`src/rtl/pwm_dac_pkg.sv`:
```
// ---------------------------------------------------------------------------
// pwm_dac_pkg
// Shared constants and helpers for the PWM DAC output stage and its
// rate-divider sub-block.
//   DEFAULT_WIDTH    : sample / duty width in bits
//   DEFAULT_PRESCALE : clocks per PWM count
//   period_max()     : last PWM counter value (2^width - 2), so a period
//                      spans 2^width - 1 counts and full-scale duty is 100%
// ---------------------------------------------------------------------------
package pwm_dac_pkg;

    localparam int unsigned DEFAULT_WIDTH    = 8;
    localparam int unsigned DEFAULT_PRESCALE = 1;

    function automatic int unsigned period_max(input int unsigned width);
        return (32'd1 << width) - 32'd2;
    endfunction

endpackage

```
`src/rtl/tick_prescaler.sv`:
```
// ---------------------------------------------------------------------------
// tick_prescaler
// Rate divider: emits a one-cycle tick every PRESCALE clocks while enabled.
// The count is held at zero while disabled, so the first tick after enabling
// arrives PRESCALE clocks later (immediately for PRESCALE = 1).
// Ports:
//   clk     : system clock, rising edge
//   reset_n : asynchronous active-low reset
//   enable  : 1 = counting, 0 = counter parked at zero
//   tick    : high during the last clock of each PRESCALE-clock interval
// ---------------------------------------------------------------------------
module tick_prescaler
    import pwm_dac_pkg::*;
#(
    parameter int unsigned PRESCALE = DEFAULT_PRESCALE
) (
    input  logic clk,
    input  logic reset_n,
    input  logic enable,
    output logic tick
);

    // PRESCALE = 1 still needs a 1-bit register so the port shape is uniform
    localparam int unsigned   PW   = (PRESCALE > 1) ? $clog2(PRESCALE) : 1;
    localparam logic [PW-1:0] LAST = PW'(PRESCALE - 1);

    logic [PW-1:0] presc_q;
    logic [PW-1:0] presc_d;

    always_comb begin
        presc_d = presc_q;
        if (!enable || (presc_q == LAST)) begin
            presc_d = '0;
        end else begin
            presc_d = presc_q + PW'(1);
        end
    end

    always_ff @(posedge clk or negedge reset_n) begin
        if (!reset_n) begin
            presc_q <= '0;
        end else begin
            presc_q <= presc_d;
        end
    end

    assign tick = enable && (presc_q == LAST);

endmodule

```
`src/rtl/pwm_dac_stage.sv`:
```
// ---------------------------------------------------------------------------
// pwm_dac_stage
// Low-cost DAC output stage: takes samples over valid/ready, holds one
// pending sample, and loads it as the PWM duty at each period boundary.
// The single-bit pwm_out feeds an external RC filter.
// Ports:
//   clk            : system clock, rising edge
//   reset_n        : asynchronous active-low reset
//   sample_in      : unsigned sample from the waveform generator
//   sample_valid   : sample_in valid this cycle
//   sample_ready   : stage can accept a sample (no sample pending)
//   enable         : 1 = PWM running, 0 = output parked low
//   clear_underrun : pulse clearing the sticky underrun flag
//   pwm_out        : registered PWM line
//   period_start   : one-cycle pulse on the first count of each period
//   underrun       : sticky, a boundary found no sample to load
// ---------------------------------------------------------------------------
module pwm_dac_stage
    import pwm_dac_pkg::*;
#(
    parameter int unsigned WIDTH    = DEFAULT_WIDTH,
    parameter int unsigned PRESCALE = DEFAULT_PRESCALE
) (
    input  logic             clk,
    input  logic             reset_n,
    input  logic [WIDTH-1:0] sample_in,
    input  logic             sample_valid,
    output logic             sample_ready,
    input  logic             enable,
    input  logic             clear_underrun,
    output logic             pwm_out,
    output logic             period_start,
    output logic             underrun
);

    localparam logic [WIDTH-1:0] CNT_MAX = WIDTH'(period_max(WIDTH));

    logic             tick;
    logic             accept;
    logic             boundary;

    logic [WIDTH-1:0] pending_q,       pending_d;
    logic             pending_valid_q, pending_valid_d;
    logic [WIDTH-1:0] duty_q,          duty_d;
    logic [WIDTH-1:0] cnt_q,           cnt_d;
    logic             pwm_q,           pwm_d;
    logic             period_start_q,  period_start_d;
    logic             underrun_q,      underrun_d;

    tick_prescaler #(
        .PRESCALE (PRESCALE)
    ) u_prescaler (
        .clk     (clk),
        .reset_n (reset_n),
        .enable  (enable),
        .tick    (tick)
    );

    assign sample_ready = !pending_valid_q;
    assign accept       = sample_valid && !pending_valid_q;
    // tick is only ever high while enabled, so boundary implies enable
    assign boundary     = tick && (cnt_q == CNT_MAX);

    always_comb begin
        pending_d       = pending_q;
        pending_valid_d = pending_valid_q;
        duty_d          = duty_q;
        cnt_d           = cnt_q;
        underrun_d      = underrun_q;

        if (!enable) begin
            cnt_d = '0;
        end else if (tick) begin
            cnt_d = boundary ? '0 : cnt_q + WIDTH'(1);
        end

        if (accept) begin
            pending_d       = sample_in;
            pending_valid_d = 1'b1;
        end

        if (clear_underrun) begin
            underrun_d = 1'b0;
        end

        if (boundary) begin
            if (pending_valid_q) begin
                duty_d          = pending_q;
                pending_valid_d = 1'b0;
            end else if (accept) begin
                // Sample arriving exactly on the boundary skips the pending slot
                duty_d          = sample_in;
                pending_valid_d = 1'b0;
            end else begin
                // Placed after the clear so a coincident set wins
                underrun_d = 1'b1;
            end
        end else if (!enable && pending_valid_q) begin
            // Keep draining while parked so upstream never stalls
            duty_d          = pending_q;
            pending_valid_d = 1'b0;
        end

        pwm_d          = enable && (cnt_q < duty_q);
        period_start_d = boundary;
    end

    always_ff @(posedge clk or negedge reset_n) begin
        if (!reset_n) begin
            pending_q       <= '0;
            pending_valid_q <= 1'b0;
            duty_q          <= '0;
            cnt_q           <= '0;
            pwm_q           <= 1'b0;
            period_start_q  <= 1'b0;
            underrun_q      <= 1'b0;
        end else begin
            pending_q       <= pending_d;
            pending_valid_q <= pending_valid_d;
            duty_q          <= duty_d;
            cnt_q           <= cnt_d;
            pwm_q           <= pwm_d;
            period_start_q  <= period_start_d;
            underrun_q      <= underrun_d;
        end
    end

    assign pwm_out      = pwm_q;
    assign period_start = period_start_q;
    assign underrun     = underrun_q;

endmodule

```
`config.mk`:
```
export PLATFORM = sky130hd
export DESIGN_NAME = pwm_dac_stage
export DESIGN_NICKNAME = d
export VERILOG_FILES = /design/src/rtl/pwm_dac_pkg.sv /design/src/rtl/tick_prescaler.sv /design/src/rtl/pwm_dac_stage.sv
export SDC_FILE = /design/constraint.sdc
export NUM_CORES = 1
export LEC_CHECK = 0
export CAP_MARGIN = 20
export CORE_MARGIN = 4
export CORE_UTILIZATION = 55
export DETAILED_ROUTE_END_ITERATION = 7
export DONT_BUFFER_PORTS = 1
export PLACE_DENSITY = 0.71
export SYNTH_ARGS = -nofsm -noshare
export SYNTH_HDL_FRONTEND = slang
export SYNTH_HIERARCHICAL = 1
export SYNTH_SLANG_ARGS = --single-unit
```
`constraint.sdc`:
```
create_clock -name clk -period 2.07 [get_ports clk]
set_clock_uncertainty 0.1 [all_clocks]
set_input_delay 0.1035 -clock clk [delete_from_list [all_inputs] [get_ports clk]]
set_output_delay 0.1035 -clock clk [all_outputs]
set_load 0.1 [all_outputs]
```
==> flow_metrics.py <==
metrics = {
    "worst_setup_path": {
        "crit_chain": "nor2b_4 -> buf_4 -> and4_1 -> nand3_2 -> o31ai_1 -> dlygate4sd3_1",
        "worst_setup_path_start_kind": "flop",
        "crit_cells": 6,
        "slowest_delay_ns": 0.58,
        "worstSetupEndpointType": "flop",
        "crit_slowest_cell": "dlygate4sd3_1",
        "worstRegToRegCells": 6,
        "critical_path_buf_inv_count": 2,
        "path_delay_family": "buffers and inverters",
        "crit_fanout": 6,
        "timing.critical_path.required_ns": 2.24,
        "crit_type": "reg -> reg",
        "critical_path_arrival_ns": 2.12,
    },
    "synth": {
        "synth-adder-area-share_pct": 7.44,
        "syn-mean-instance-area_um2": 11.4,
        "ys_types": 33,
        "synthTopCellsByArea": "dfrtp_1, ha_1, mux2_2",
        "yosysWarnings": 6,
        "synthMuxAreaShare_pct": 5.95,
        "synth_nets": 155,
        "synth_area_um2": 1510,
        "syn_inst": 133,
        "synth_edf_count": 0,
        "synth_compound_area_share_pct": 14.5,
        "netlist.area_leader.share_pct": 47.9,
        "ys_seq_elements": 29,
        "async_reset_ff_share_pct": 100,
        "yosys.area_share.simple_pct": 16.9,
        "yosysTopAreaCell": "dfrtp_1",
        "ys_seq_area_share_pct": 47.9,
        "ys.flop_type": "dfrtp_1",
        "synth_xor_area_share_pct": 2.89,
        "synth_top_family_by_area": "simple AND/OR/NAND/NOR gates",
    },
    "place": {
        "place_hpwl_mm": 2.20,
        "globalplace.congestion": 0.800,
        "placed_area_um2": 1630,
        "dp.cells": 171,
        "io_buffers": 0,
        "pre_cts_ws_ns": 0.0750,
    },
    "floorplanning": {
        "start_util_pct": 59.5,
        "die_x_um": 60.5,
        "core_um2": 2540,
        "die_area_um2": 3660,
        "io_pins": 17,
        "die-height_um": 60.5,
        "num_rows": 18,
    },
    "clock_tree": {
        "cts_tree": "built",
        "clk_pin_slew_worst_paths_ns": 0.09,
        "root_buffer": "clkbuf_4",
        "clock_path_buffers": 2,
        "htree_levels": 2,
        "insertion_delay_ns": 0.33,
        "cts_setup_buffers": 0,
        "clkSinkCount": 29,
        "cts_buffers": 5,
    },
    "timing": {
        "hold_viol": 0,
        "setup_viol": 0,
        "max_freq_ghz": 0.511,
        "finalCritPeriodShare_pct": 94.6,
        "slew_viol_final": 0,
        "setup_slack_ns": 0.113,
        "period_needed_ns": 1.96,
        "fin_hold_ws_ns": 0.0444,
        "tns_ns": 0,
        "rsz0062_at_grt": "no",
    },
    "finish": {
        "postLayoutCellArea_um2": 1860,
        "drive_gt1_share_pct": 26.5,
        "nNetsFinal": 183,
        "area_growth_pct": 23.0,
        "insertedDiodeCount": 0,
        "fin_util_pct": 73.2,
        "fin_cells": 192,
    },
    "global_routing": {
        "grt_max_degree": 30,
        "grt_pass1_wl_mm": 5.66,
        "grt_overflow": 0,
        "antenna_found_initial": 0,
        "grt_pass1_vias": 1251,
        "grtUsageTotal_pct": 21.0,
    },
    "pwr": {
        "switching_share_pct": 26.4,
        "p_comb_share_pct": 21.9,
        "total_power_mw": 1.53,
        "p_per_area_nw_per_um2": 820,
        "leakagePower_nw": 0.882,
        "seq_power_share_pct": 46.5,
        "p_int_mw": 1.12,
        "peakVddDrop_v": 0.000751,
        "clock_power_share_pct": 31.7,
        "p_sw_mw": 0.403,
    },
    "detailed_routing": {
        "wire_per_inst_um": 16.3,
        "viasPerCell": 5.87,
        "wl_met1_mm": 1.40,
        "top_layer": "met4",
        "wl_mm": 3.14,
        "ant_nets": 0,
        "drc": 0,
        "wl_met3_um": 207,
        "via_count": 1127,
        "drt-initial-drc-count": 48,
        "met2_wirelength_mm": 1.48,
        "firstDrtPassIters": 4,
    },
    "hold_path": {
        "hold_depth": 2,
        "min_path_type": "in -> reg",
    },
    "outcome": {
        "status": "complete, no violations",
    },
    "job": {
        "cap_violations": 0,
    },
}
==> kinds of logic (layout without fill, tap and decap cells) <==
kind of cell / count (synthesis) / in the layout
mux: 8 / 8
compound gates: 23 / 23
simple gates: 42 / 42
fa+ha+maj: 9 / 9
buf+inv: 16 / 45
other cells: 1 / 1
flops: 29 / 29
xor+xnor: 5 / 5
==> repair_timing <==
action	in CTS	in global routing
hold buffers	13	0
endpoints found under the setup margin	0	9
gates resized for setup	0	2
endpoints found under the hold margin	56	0
==> layout make-up <==
cell class	count	area, um^2
clock buffers	7	55.1
fillers	178	683
clock inverters	1	30.0
repair buffers	26	238
well taps	30	37.5
inverters	11	41.3
multi-input cells	88	734
flip-flops and latches	29	726
==> per-layer routing <==
metal,track usage (%),vias to the layer above
met5,0,-
met1,26.1,550
met3,6.38,7
li1,-,538
met2,35.0,32
met4,7.43,0
==> state kept, by name, indices dropped and copies added, names as in the netlist <==
signal               cells
pending_q                8
period_start             1
pwm_out                  1
pending_valid_q          1
duty_q                   8
cnt_q                    8
u_prescaler/presc_q      1
underrun                 1
==> cell usage in the layout, fill, tap and decap left out, drive strengths merged, types with 2 or more instances in the layout <==
| cell | n |
|---|---|
| nand3b | 8 |
| o31ai | 3 |
| mux2 | 8 |
| buf | 14 |
| and3 | 3 |
| xor2 | 5 |
| a21boi | 2 |
| nand2b | 7 |
| ha | 9 |
| nor2 | 6 |
| o22ai | 2 |
| o221a | 7 |
| clkbuf | 7 |
| nand2 | 4 |
| nand3 | 4 |
| nand4 | 5 |
| dlygate4sd3 | 12 |
| a21oi | 3 |
| dfrtp | 29 |
| inv | 11 |
| or4 | 2 |
==> power by group through the flow <==
stage          Clock [mW]  Sequential, mW  Combinational [mW]
2_1_floorplan           0           0.712               0.231
3_3_place_gp            0           0.716               0.283
3_5_place_dp            0           0.721               0.298
4_1_cts             0.495           0.709               0.336
5_1_grt             0.524           0.721               0.368
6_report            0.483           0.709               0.334
==> worst reg2reg max path, stage by stage (launching register included) <==
cell	delay [ns]
dfrtp_1	0.41
nor2b_4	0.12
buf_4	0.13
and4_1	0.22
nand3_2	0.14
o31ai_1	0.20
dlygate4sd3_1	0.58
==> cells in the mapped netlist, types with 2 or more instances <==
| cell type | instances |
|---|---|
| nand3_1 | 4 |
| nand4_1 | 5 |
| a21oi_1 | 2 |
| nand3b_1 | 8 |
| clkbuf_1 | 3 |
| or4_1 | 2 |
| nand2_1 | 4 |
| dfrtp_1 | 29 |
| and3_1 | 3 |
| nor2_1 | 6 |
| inv_1 | 11 |
| o31ai_1 | 2 |
| xor2_1 | 5 |
| o221a_2 | 7 |
| mux2_2 | 8 |
| ha_1 | 9 |
| a21boi_0 | 2 |
| nand2b_1 | 7 |
| buf_2 | 2 |
==> final timing paths <==
path / start / to / slack (ns)
max in group asynchronous: reset_n / cnt_q[4] / 1.59
hold / removal: enable / duty_q[7] / 0.04
hold reg to reg: pending_q[4] / pending_q[4] / 0.40
setup / recovery: u_prescaler/presc_q / underrun / 0.11
setup reg to reg: u_prescaler/presc_q / underrun / 0.11
min in group asynchronous: reset_n / cnt_q[7] / 0.10
(Power assumes the default switching activity.)
